==> src/rtl/dmux16_router.sv <==
// dmux16_router: 1-to-2 demux with single-entry hold buffer per output port.
// Ports: clk/rst_n, in_* (valid/ready input), a_*/b_* (valid/ready outputs), a_count/b_count.
module dmux16_router #(
  parameter int WIDTH = 16,
  parameter int CNTW  = 8
) (
  input  logic             clk,
  input  logic             rst_n,
  input  logic [WIDTH-1:0] in_data,
  input  logic             in_sel,
  input  logic             in_valid,
  output logic             in_ready,
  output logic [WIDTH-1:0] a_data,
  output logic             a_valid,
  input  logic             a_ready,
  output logic [WIDTH-1:0] b_data,
  output logic             b_valid,
  input  logic             b_ready,
  output logic [CNTW-1:0]  a_count,
  output logic [CNTW-1:0]  b_count
);

  logic [WIDTH-1:0] r_a_data;
  logic [WIDTH-1:0] r_b_data;
  logic             r_a_valid;
  logic             r_b_valid;
  logic [CNTW-1:0]  r_a_cnt;
  logic [CNTW-1:0]  r_b_cnt;

  logic w_a_out;
  logic w_b_out;
  logic w_a_room;
  logic w_b_room;
  logic w_a_in;
  logic w_b_in;

  assign w_a_out  = r_a_valid & a_ready;
  assign w_b_out  = r_b_valid & b_ready;
  // A port has room if empty or draining this same cycle.
  assign w_a_room = ~r_a_valid | a_ready;
  assign w_b_room = ~r_b_valid | b_ready;
  // Only the selected port gates the input; held low during reset.
  assign in_ready = rst_n & (in_sel ? w_b_room : w_a_room);
  assign w_a_in   = in_valid & in_ready & ~in_sel;
  assign w_b_in   = in_valid & in_ready & in_sel;

  always_ff @(posedge clk or negedge rst_n) begin
    if (!rst_n) begin
      r_a_data  <= '0;
      r_a_valid <= 1'b0;
    end else if (w_a_in) begin
      r_a_data  <= in_data;
      r_a_valid <= 1'b1;
    end else if (w_a_out) begin
      r_a_valid <= 1'b0;
    end
  end

  always_ff @(posedge clk or negedge rst_n) begin
    if (!rst_n) begin
      r_b_data  <= '0;
      r_b_valid <= 1'b0;
    end else if (w_b_in) begin
      r_b_data  <= in_data;
      r_b_valid <= 1'b1;
    end else if (w_b_out) begin
      r_b_valid <= 1'b0;
    end
  end

  // Saturating delivery counters.
  always_ff @(posedge clk or negedge rst_n) begin
    if (!rst_n) begin
      r_a_cnt <= '0;
      r_b_cnt <= '0;
    end else begin
      if (w_a_out && (r_a_cnt != '1))
        r_a_cnt <= r_a_cnt + 1'b1;
      if (w_b_out && (r_b_cnt != '1))
        r_b_cnt <= r_b_cnt + 1'b1;
    end
  end

  assign a_data  = r_a_data;
  assign a_valid = r_a_valid;
  assign b_data  = r_b_data;
  assign b_valid = r_b_valid;
  assign a_count = r_a_cnt;
  assign b_count = r_b_cnt;

endmodule

==> config.mk <==
export PLATFORM = sky130hd
export DESIGN_NAME = dmux16_router
export DESIGN_NICKNAME = d
export VERILOG_FILES = /design/src/rtl/dmux16_router.sv
export SDC_FILE = /design/constraint.sdc
export NUM_CORES = 1
export LEC_CHECK = 0
export CELL_PAD_IN_SITES_DETAIL_PLACEMENT = 1
export CELL_PAD_IN_SITES_GLOBAL_PLACEMENT = 1
export CORE_MARGIN = 1.5
export CORE_UTILIZATION = 33
export CTS_BUF_LIST = sky130_fd_sc_hd__clkbuf_4 sky130_fd_sc_hd__clkbuf_8
export DETAILED_ROUTE_END_ITERATION = 10
export PLACE_DENSITY_LB_ADDON = 0.1
export SYNTH_ARGS = -nofsm -noshare
export SYNTH_HDL_FRONTEND = slang
export SYNTH_SLANG_ARGS = --single-unit
==> constraint.sdc <==
create_clock -name clk -period 1.5 [get_ports clk]
set_input_delay 0.375 -clock clk [delete_from_list [all_inputs] [get_ports clk]]
set_output_delay 0.375 -clock clk [all_outputs]
set_load 0.03 [all_outputs]
# Word level (Yosys, flattened, before mapping)
# Cells that the tools add are included.
# Widths: inputs -> output; s select.
word_totals:
  register_bits: 50
  input_bits: 22
  out_inout_bits: 51
  word_cells: 30
classes:
  addsub: 2
  n_eq_ne: 2
  muxes: 5
  n_bitwise: 11
  reduce_logical: 4
ops:
  columns: ["cell", "n"]
  rows:
  - ["$add 8x1->8 const B", 2]
  - ["$ne 8x8->1 const B", 2]
  - ["$and 1x1->1", 6]
  - ["$mux 1", 5]
  - ["$reduce_bool 2->1", 2]
  - ["$not 1->1", 3]
  - ["$logic_and 1x1->1", 2]
  - ["$or 1x1->1", 2]

# Logic depth before layout (Yosys ltp)
# Gate-level depths: netlist of the first run.
depth:
  word_depth: 7
  mapped_depth: 6
  ltp_nobuf: 5

# Least setup slack after synthesis of the first run
# No wires, ideal clock.
synth_path:
  kind: "register -> register"
  startpoint: "register r_a_valid, in the netlist a_valid"
  endpoint: "register r_a_data[10], in the netlist a_data[10]"
  setup_ns: 0.125
  arrival_time_ns: 1.571
  required_time_ns: 1.375
  path_slack_ns: -0.196
  stages_incl_launch_ff: 5
  period_less_slack_ns: 1.696
  cell_sequence: "dfrtp_1 -> nor2b_2 -> nor3_4 -> buf_6 -> mux2_2"
synth_via:
  elab_chain_cells: 6
synth_rtl:
  columns: ["element", "line", "source"]
  rows:
  - ["start: declaration", "25", "logic r_a_valid;"]
  - ["start signal: assignment", "50", "r_a_valid <= 1'b0;"]
  - ["start signal: assignment", "53", "r_a_valid <= 1'b1;"]
  - ["start signal: assignment", "55", "r_a_valid <= 1'b0;"]
  - ["$not 1->1", "40", "assign w_a_room = ~r_a_valid | a_ready;"]
  - ["$or 1x1->1", "40", null]
  - ["$mux 1", "43", "assign in_ready = rst_n & (in_sel ? w_b_room : w_a_room);"]
  - ["$and 1x1->1", "43", null]
  - ["$and 1x1->1 (2 in a row)", "44", "assign w_a_in = in_valid & in_ready & ~in_sel;"]
  - ["end signal: assignment", "52", "r_a_data <= in_data;"]
  - ["end: declaration", "23", "logic [WIDTH-1:0] r_a_data;"]
# Every way passes these cells.
# A chain may end at the register's enable or synchronous reset.

# Worst setup path after layout of the first run
layout_path:
  startpoint: "register r_a_valid, in the netlist a_valid"
  endpoint: "output in_ready"
layout_via:
  elab_chain_cells: 4
layout_rtl:
  columns: ["element", "line", "source"]
  rows:
  - ["$not 1->1", "40", null]
  - ["$or 1x1->1", "40", null]
  - ["$mux 1", "43", null]
  - ["$and 1x1->1", "43", null]
  - ["end: declaration", "12", "output logic in_ready,"]
# Every way passes these cells.

==> results of run 1 <==
sequential cells by signal, summed over array words and instances (netlist names):
name	cells
b_count	8
a_data	16
b_data	16
a_valid	1
b_valid	1
a_count	8
worst max-delay path: cells and delay by family (launching register included):
| kind | cells | cell delay, ns |
|---|---|---|
| flops | 1 | 0.41 |
| compound gates | 1 | 0.11 |
| simple gates | 2 | 0.29 |
| buf+inv | 1 | 0.12 |
per-stage QoR:
step / total power, mW / TNS [ns] / area (µm²) / setup WS [ns] / cells
2_1_floorplan: 2.96 / -0.965 / 2090 / -0.107 / 153
3_3_place_gp: 3.85 / -16.26 / 3020 / -0.443 / 318
3_5_place_dp: 3.95 / -17.91 / 3020 / -0.485 / 318
4_1_cts: 4.71 / -0.130 / 3090 / -0.130 / 326
5_1_grt: 4.94 / -0.216 / 3110 / -0.164 / 327
6_report: 4.66 / -0.0982 / 3110 / -0.0982 / 327
what timing repair did:
item	CTS	global route
setup endpoints to repair	83	15
resized for setup	57	18
buffers inserted	0	1
cloned	0	0
hold endpoints to repair	0	0
pin swaps	1	1
kinds of logic after synthesis:
logic type,share of synthesized area
buffers and inverters,0.0169
XOR/XNOR,0.0296
flip-flops,0.604
AO/OA/AOI/OAI,0.0241
adder cells (fa/ha/maj),0.0121
multiplexers,0.196
AND/OR/NAND/NOR,0.118
power by group:
| part | leakage [nW] | switching, mW | total, mW | internal (mW) |
|---|---|---|---|---|
| Sequential | 0.597 | 0.240 | 1.91 | 1.67 |
| Combinational | 0.772 | 1.10 | 1.80 | 0.704 |
| Clock | 0.0548 | 0.433 | 0.949 | 0.516 |
| Total | 1.42 | 1.77 | 4.66 | 2.89 |
worst max path at each step:
stage                       start    endpoint  slack, ns  cells past startpoint
after CTS                 a_valid    in_ready      -0.13                      4
after global routing      a_valid    in_ready      -0.16                      4
after floorplan           a_valid  a_data[10]      -0.11                      4
final                     a_valid    in_ready       -0.1                      4
after detailed placement  a_ready   a_data[8]      -0.49                      5
after global placement    a_ready   a_data[8]      -0.44                      5
cell usage in the layout (no fill, tap or decap), types with 3 or more instances in the layout:
cell             instances
nand3_1                  6
buf_4                   25
clkdlybuf4s15_1          6
dfrtp_2                 10
clkbuf_2                 4
dlygate4sd2_1           40
dfrtp_1                 40
nor2_1                   6
mux2_2                  36
a21oi_1                  3
clkbuf_8                 5
nand2_1                 10
xor2_1                   3
nand4_1                  5
clkdlybuf4s50_1         17
xnor2_1                  4
metal layers:
| layer | up-vias | track usage |
|---|---|---|
| li1 | 738 | - |
| met1 | 790 | 0.185 |
| met2 | 36 | 0.311 |
| met3 | 2 | 0.0363 |
| met4 | 0 | 0.0458 |
| met5 | - | 0 |
cell type report:
type                            instances  area [µm²]  share of cell area
Inverter                                2        7.51             0.00241
Sequential cell                        50        1260               0.406
Clock buffer                            6        76.3              0.0245
Clock inverter                          2        37.5              0.0121
Tap cell                               75        93.8              0.0301
Multi-Input combinational cell         98         830               0.266
Timing Repair Buffer                   94         805               0.258
==> results.tsv, run 1 <==
stage	metric	value	unit
timing	hold_viol	0	
routing	wl	5140	µm
synth	ys_warn_count	0	
placed_design	globalplace.congestion	0.827	
routing	wire_per_inst	15.7	µm
finish	diodes	0	
timing	slew_headroom	0.706	
status	violations	setup timing	
setup_path	worstSetupPathType	flop to primary output	
floorplan	die_w	82.3	µm
synth	syn_inst	153	
clock_tree	cts.root.buffer_cell	clkbuf_8	
floorplan	ios	73	
routing	antenna_left	0	
setup_path	r2r_slack	0.08	ns
global_route	grt-ovfl-total	0	
synth	synth_top_cells_by_area	dfrtp_1 (60%), mux2_2 (20%), nand2_1 (1.8%), nand3_1 (1.7%), xnor2_1 (1.7%)	
timing	setup_viol	1	
synth	yosysSeqAreaShare	0.604	
finish	area_growth	50.2	%
floorplan	start_util	0.346	
setup_path	worstPathRequired	1.12	ns
synth	yosysTopAreaCellShare	0.604	
clock_tree	tritoncts	done	
clock_tree	clk_latency	0.29	ns
synth	netlist_area	0.00207	mm²
placed_design	port_buffers	72	
routing	vias	1566	
routing	met2_length	2870	µm
floorplan	coreArea	0.00599	mm²
synth	syn_avg_cell_area	13.6	µm²
placed_design	dp_hpwl	4030	µm
clock_tree	htreeDepth	2	
routing	vias_per_cell	4.79	
setup_path	cpPeakStageDelay	0.41	ns
global_route	grt_usage	0.165	
routing	routed.top_layer	met4	
synth	synth_ff_type	dfrtp_1	
setup_path	cpMaxStageDelayCell	dfrtp_2	
hold_path	hp-class	input pin to async pin	
timing	period_needed	1.60	ns
routing	met1_length	2010	µm
power	p_per_area	1500	mW/mm²
global_route	grt_pass1_wl	8450	µm
finish	final_nets	275	
synth	async_flop_share	1.00	
clock_tree	clk_path_buf_depth	2	
timing	drv_slew	0	
timing	fin_crit_sh	1.07	
synth	synth-edff-count	0	
clock_tree	cts_made_buffers	5	
floorplan	die-area	0.00677	mm²
setup_path	rr_endpoint	b_count[7]	
timing	worst_slew_pin_slew	0.441	ns
global_route	grt_pass1_vias	1759	
setup_path	reg2reg_from	b_valid	
finish	drive_above_1_share	0.385	
synth	synth_seq_cells	50	
clock_tree	path_clk_slew	0.09	ns
synth	yosysTopAreaCell	dfrtp_1	
synth	synth_common_cells	dfrtp_1 (50), mux2_2 (36), nand2_1 (10)	
global_route	antenna_found_initial	0	
synth	synth.distinct_cells	27	
clock_tree	clkSinkCount	50	
finish	fillers	633	
timing	clock_skew	0.00403	ns
power	vdd_drop_max	0.656	mV
global_route	grt_max_degree	36	
routing	route.met3.wl	240	µm
timing	worst_slack	-0.0982	ns
clock_tree	holdBufCountCts	0	
setup_path	crit_path_cell_trace	nor2b_4, o21ai_2, and2_4, buf_6	
floorplan	placementRows	28	
routing	firstDrtPassIters	4	
setup_path	cp_max_fo	3	
setup_path	critPathLaunchType	flop	
timing	hold_ws	0.0917	ns
status	status	complete, but fails checks	
setup_path	critPathArrivalTime	1.22	ns
routing	drt-initial-drc-count	35	
timing	rsz0062_at_grt	true	
floorplan	dieHeight	82.3	µm
flow_run	drv_cap	0	
synth	yosysMostFrequentCell	dfrtp_1	
routing	drc	0	
power	leakage	1.42	nW
finish	final_util	0.520	
timing	max_freq	626	MHz
setup_path	r2r_cells	5	
synth	syn_nets	177	
setup_path	end_kind	primary output	
(Power assumes the default switching activity.)
==> inputs of run 2 (changes only) <==
SKIP_LAST_GASP = 1   (was unset)
==> run 2 against run 1 <==
The flow still finishes with violations (setup timing). Worst setup slack got worse by 0.0089 ns. Clock skew is essentially flat. Sequential power hardly changed. Highest routed layer unchanged.
==> results.tsv, run 2 (synthesis gave the netlist of run 1 again) <==
stage	metric	value	unit	change
floorplan	die_w	82.3	µm	unchanged
power	swShare	0.380		about the same
setup_path	cpPeakStageDelay	0.41	ns	about the same
placed_design	dp_hpwl	4030	µm	unchanged
clock_tree	cts_made_buffers	5		unchanged
global_route	antenna_found_initial	0		unchanged
power	p_total	4.67	mW	+0.12%
timing	drv_slew	0		unchanged
timing	worst_slack	-0.107	ns	-0.00889 ns
routing	vias_per_cell	4.74		-0.94%
power	vdd_drop_max	0.649	mV	-1.0%
finish	final_nets	276		+0.36%
global_route	grt_pass1_vias	1758		-0.057%
timing	worst_slew_pin_slew	0.435	ns	-0.00671 ns
floorplan	coreArea	0.00599	mm²	unchanged
routing	firstDrtPassIters	2		-2
timing	hold_viol	0		unchanged
clock_tree	path_clk_slew	0.09	ns	about the same
setup_path	crit_path_cell_trace	nor2b_4, o21ai_2, and2_4, buf_6		
clock_tree	clk_latency	0.29	ns	about the same
status	status	complete, but fails checks		
routing	vias	1556		-0.64%
clock_tree	holdBufCountCts	0		unchanged
hold_path	hp-class	input pin to async pin		
setup_path	cp.depth	4		unchanged
routing	wl	5180	µm	+0.72%
power	internal_power	2.89	mW	about the same
status	violations	setup timing		
timing	rsz0062_at_grt	true		
placed_design	port_buffers	72		unchanged
routing	wire_per_inst	15.8	µm	+0.41%
timing	max_freq	622	MHz	-0.55%
timing	fin_crit_sh	1.07		+0.00593
power	leakage	1.43	nW	+0.36%
floorplan	ios	73		unchanged
placed_design	globalplace.congestion	0.827		unchanged
timing	clock_skew	0.00452	ns	+0.000491 ns
finish	diodes	0		unchanged
timing	slew_headroom	0.710		+0.00447
global_route	grt_max_degree	36		unchanged
finish	final_cell_mix	dfrtp_1 (40), dlygate4sd2_1 (40), mux2_2 (36), buf_4 (26), clkdlybuf4s50_1 (17)		
global_route	grt_usage	0.165		-0.000233
flow_run	drv_cap	0		unchanged
setup_path	end_kind	primary output		
setup_path	path_buf_inv	1		unchanged
floorplan	dieHeight	82.3	µm	unchanged
power	comb_power_share	0.386		about the same
setup_path	worstSetupPathType	flop to primary output		
finish	area_growth	50.3	%	about the same
setup_path	r2r_cells	5		unchanged
setup_path	critPathArrivalTime	1.23	ns	about the same
setup_path	cp_max_fo	3		unchanged
global_route	grt-ovfl-total	0		unchanged
finish	fillers	636		+0.47%
timing	period_needed	1.61	ns	+0.00889 ns
setup_path	cp_top_family	flip-flops		
power	p_clk_frac	0.205		+0.002
setup_path	worstPathRequired	1.12	ns	about the same
floorplan	start_util	0.346		unchanged
power	switching_power	1.78	mW	+0.21%
clock_tree	cts.root.buffer_cell	clkbuf_8		
floorplan	die-area	0.00677	mm²	unchanged
timing	setup_viol	10		+9
routing	drt-initial-drc-count	23		-34%
routing	drc	0		unchanged
finish	drive_above_1_share	0.383		-0.00152
setup_path	cpMaxStageDelayCell	dfrtp_2		
clock_tree	tritoncts	done		
floorplan	placementRows	28		unchanged
placed_design	place_area	0.00302	mm²	unchanged
clock_tree	htreeDepth	2		unchanged
global_route	grt_pass1_wl	8440	µm	-0.17%
setup_path	critPathLaunchType	flop		
clock_tree	clk_path_buf_depth	2		unchanged
routing	antenna_left	0		unchanged
power	p_per_area	1500	mW/mm²	about the same
finish	fin_area	0.00312	mm²	about the same
clock_tree	clkSinkCount	50		unchanged
power	pwr-share-seq	0.409		about the same
[run 2: timing repair]
item	4_1_cts	5_1_grt
gates resized for setup	54	20
setup buffers	0	2
setup endpoints to repair	83	15
pin swaps	1	1
[run 2: path summary, 6_finish.rpt]
path	startpoint	to	slack [ns]
setup reg to reg	a_valid	a_data[6]	-0.02
setup / recovery	a_valid	in_ready	-0.11
min in group clk	a_count[6]	a_count[6]	0.50
hold reg to reg	a_count[6]	a_count[6]	0.50
hold / removal	rst_n	a_data[13]	0.09
max in group asynchronous	rst_n	b_count[1]	0.98
[run 2: power groups by stage]
stage | clock [mW] | combinational (mW) | sequential [mW]
6_report | 0.955 | 1.80 | 1.91
4_1_cts | 0.995 | 1.81 | 1.91
5_1_grt | 1.04 | 1.94 | 1.95
2_1_floorplan | 0 | 0.403 | 2.56
3_3_place_gp | 0 | 1.95 | 1.91
3_5_place_dp | 0 | 2.00 | 1.94
[run 2: stage by stage]
stage | hold WS (ns) | cells | utilization | setup slack [ns] | TNS (ns)
floorplan | 0.0794 | 153 | - | -0.107 | -0.965
global placement | 0.402 | 318 | 0.504 | -0.443 | -16.26
detailed placement | 0.413 | 318 | 0.504 | -0.485 | -17.91
CTS | 0.0850 | 326 | 0.515 | -0.217 | -0.217
global route | 0.101 | 328 | 0.520 | -0.172 | -1.66
finish | 0.0919 | 328 | 0.520 | -0.107 | -0.244
[run 2: cell type report]
| class | instances | area (µm²) | area share |
|---|---|---|---|
| sequential | 50 | 1260 | 0.406 |
| multi-input combinational | 98 | 825 | 0.265 |
| timing repair buffer | 95 | 812 | 0.261 |
| tap | 75 | 93.8 | 0.0301 |
| clock buffer | 6 | 76.3 | 0.0245 |
| clock inverter | 2 | 37.5 | 0.0120 |
| inverter | 2 | 7.51 | 0.00241 |
[run 2: per-layer routing]
metal	track usage	up-vias	routed length, µm
li1	-	740	-
met1	0.185	777	2060
met2	0.311	37	2860
met3	0.0363	2	241
met4	0.0458	0	25
met5	0	-	0
==> inputs of run 3 (changes only) <==
CORE_MARGIN = 5   (was 1.5)
CORE_UTILIZATION = 46   (was 33)
DONT_BUFFER_PORTS = 1   (was unset)
==> run 3 against run 2 <==
The run ends with hold timing, setup timing left. Sequential share of layout area is 8.7 points higher. Clock skew hardly changed. Sequential power is 20% higher. Fmax shrank 0.46%. Critical endpoint unchanged. Largest power group unchanged. Highest routed layer unchanged.
==> results.tsv, run 3 (synthesis gave the netlist of run 1 again) <==
stage	metric	value	unit	change
clock_tree	clkSinkCount	50		unchanged
setup_path	crit_path_cell_trace	nor2b_4, o21ai_2, and2_4, buf_12		
status	violations	hold timing, setup timing		
finish	fillers	443		-30%
floorplan	start_util	0.476		+0.130
setup_path	critPathArrivalTime	1.24	ns	about the same
floorplan	die_w	77.1	µm	-6.2%
power	leakage	1.15	nW	-20%
finish	drive_above_1_share	0.500		+0.117
placed_design	port_buffers	0		-100%
setup_path	cpMaxStageDelayCell	dfrtp_2		
setup_path	cpPeakStageDelay	0.41	ns	about the same
clock_tree	cts.root.buffer_cell	clkbuf_8		
finish	area_growth	23.8	%	
timing	clock_skew	0.00446	ns	-0.0000608 ns
routing	drc	0		unchanged
finish	final_nets	211		-24%
timing	rsz0062_at_grt	true		
floorplan	placementRows	24		-14%
routing	antenna_left	0		unchanged
setup_path	worstSetupPathType	flop to primary output		
global_route	grt_usage	0.164		-0.00151
hold_path	hp-class	input pin to async pin		
setup_path	path_buf_inv	1		unchanged
placed_design	post-place-cells	228		-28%
finish	final_util	0.590		+0.0696
finish	ff_latch_area	0.00126	mm²	unchanged
power	vdd_drop_max	0.859	mV	+32%
setup_path	end_kind	primary output		
timing	period_needed	1.61	ns	+0.00741 ns
routing	vias	1329		-15%
timing	worst_slack	-0.115	ns	-0.00741 ns
timing	fin_crit_sh	1.08		+0.00494
finish	final_cell_mix	dfrtp_1 (40), mux2_2 (27), buf_4 (26), nand2_1 (10), dfrtp_2 (10)		
floorplan	die-area	0.00595	mm²	-12%
global_route	grt-ovfl-total	0		unchanged
finish	final_cells	240		-27%
clock_tree	htreeDepth	2		unchanged
routing	firstDrtPassIters	2		unchanged
clock_tree	clk_latency	0.31	ns	+0.02 ns
timing	slew_headroom	0.776		+0.0653
power	p_per_area	1700	mW/mm²	+14%
routing	vias_per_cell	5.54		+17%
global_route	grt_max_degree	54		+50%
floorplan	coreArea	0.00435	mm²	-27%
global_route	antenna_found_initial	0		unchanged
timing	setup_viol	17		+7
floorplan	ios	73		unchanged
global_route	grt_pass1_vias	1508		-14%
setup_path	cp_top_family	flip-flops		
setup_path	worstPathRequired	1.12	ns	about the same
timing	hold_viol	50		+50
timing	max_freq	619	MHz	-0.46%
setup_path	r2r_cells	6		+1
routing	wl	4810	µm	-7.1%
timing	hold_ws	-0.253	ns	-0.345 ns
setup_path	cp_max_fo	2		-1
clock_tree	cts_made_buffers	5		unchanged
floorplan	dieHeight	77.1	µm	-6.2%
timing	worst_slew_pin_slew	0.337	ns	-0.0980 ns
clock_tree	tritoncts	done		
clock_tree	path_clk_slew	0.09	ns	about the same
finish	final_common_cell	dfrtp_1		
flow_run	drv_cap	0		unchanged
routing	drt-initial-drc-count	35		+52%
routing	wire_per_inst	20.1	µm	+27%
status	status	complete, but fails checks		
clock_tree	clk_path_buf_depth	2		unchanged
placed_design	globalplace.congestion	0.800		-3.2%
placed_design	dp_hpwl	3550	µm	-12%
finish	multi_input_area	857	µm²	+3.9%
setup_path	cp.depth	4		unchanged
finish	diodes	0		unchanged
timing	drv_slew	0		unchanged
global_route	grt_pass1_wl	7820	µm	-7.3%
setup_path	critPathLaunchType	flop		
-- run 3: changes by cell type in the layout (fill, tap and decap cells not counted), moves of 2 or more --
cell | previous run | this run
clkbuf_2 | 4 | 0
buf_12 | 0 | 2
mux2_2 | 36 | 27
mux2_4 | 0 | 9
clkdlybuf4s15_1 | 6 | 0
dlygate4sd2_1 | 40 | 0
clkdlybuf4s50_1 | 17 | 0
inv_6 | 0 | 2
-- run 3: path summary, 6_finish.rpt --
kind                        startpoint    endpoint  slack, ns
max                            a_valid    in_ready      -0.11
min                              rst_n  b_count[7]      -0.25
max reg2reg                    a_valid   a_data[6]      -0.06
min reg2reg                    b_valid     b_valid       0.54
max in group asynchronous        rst_n  a_count[4]       1.63
min in group clk           in_data[10]  a_data[10]       0.21
-- run 3: metal layers --
metal,track usage,routed length (µm),up-vias
li1,-,-,606
met1,0.173,1690,664
met2,0.288,2570,51
met3,0.0749,491,8
met4,0.0515,59,0
met5,0,0,-
-- run 3: timing repair --
action	in CTS	in global routing
setup endpoints to repair	1	20
cloned	0	1
pin swaps	2	4
buffers inserted	1	2
resized for setup	3	18
hold endpoints to repair	50	50
-- run 3: worst reg2reg max path: stages, from the launching register on --
cell	delay [ns]
dfrtp_2	0.41
nor2b_4	0.13
buf_4	0.14
nor3_4	0.20
buf_4	0.14
buf_6	0.13
mux2_4	0.31
-- run 3: final cells by class --
cell class | count | share of cell area
Sequential cell | 50 | 0.492
Tap cell | 52 | 0.0253
Inverter | 2 | 0.00292
Clock buffer | 5 | 0.0268
Timing Repair Buffer | 30 | 0.100
Multi-Input combinational cell | 98 | 0.334
Clock inverter | 3 | 0.0185
-- run 3: stage by stage --
stage               setup WS [ns]  power [mW]  TNS, ns  area, µm²
CTS                        -0.128        4.37   -0.936       2480
finish                     -0.115        4.38   -0.764       2570
global placement            0.107        3.30        0       2350
global route               -0.167        4.61    -1.90       2570
floorplan                  -0.107        2.96   -0.965       2090
detailed placement         0.0555        3.38        0       2350
-- run 3: where the power goes --
group / internal, mW / total, mW / switching (mW)
logic: 0.492 / 1.09 / 0.600
registers: 1.66 / 2.30 / 0.640
clock network: 0.509 / 0.980 / 0.471
total: 2.67 / 4.38 / 1.71
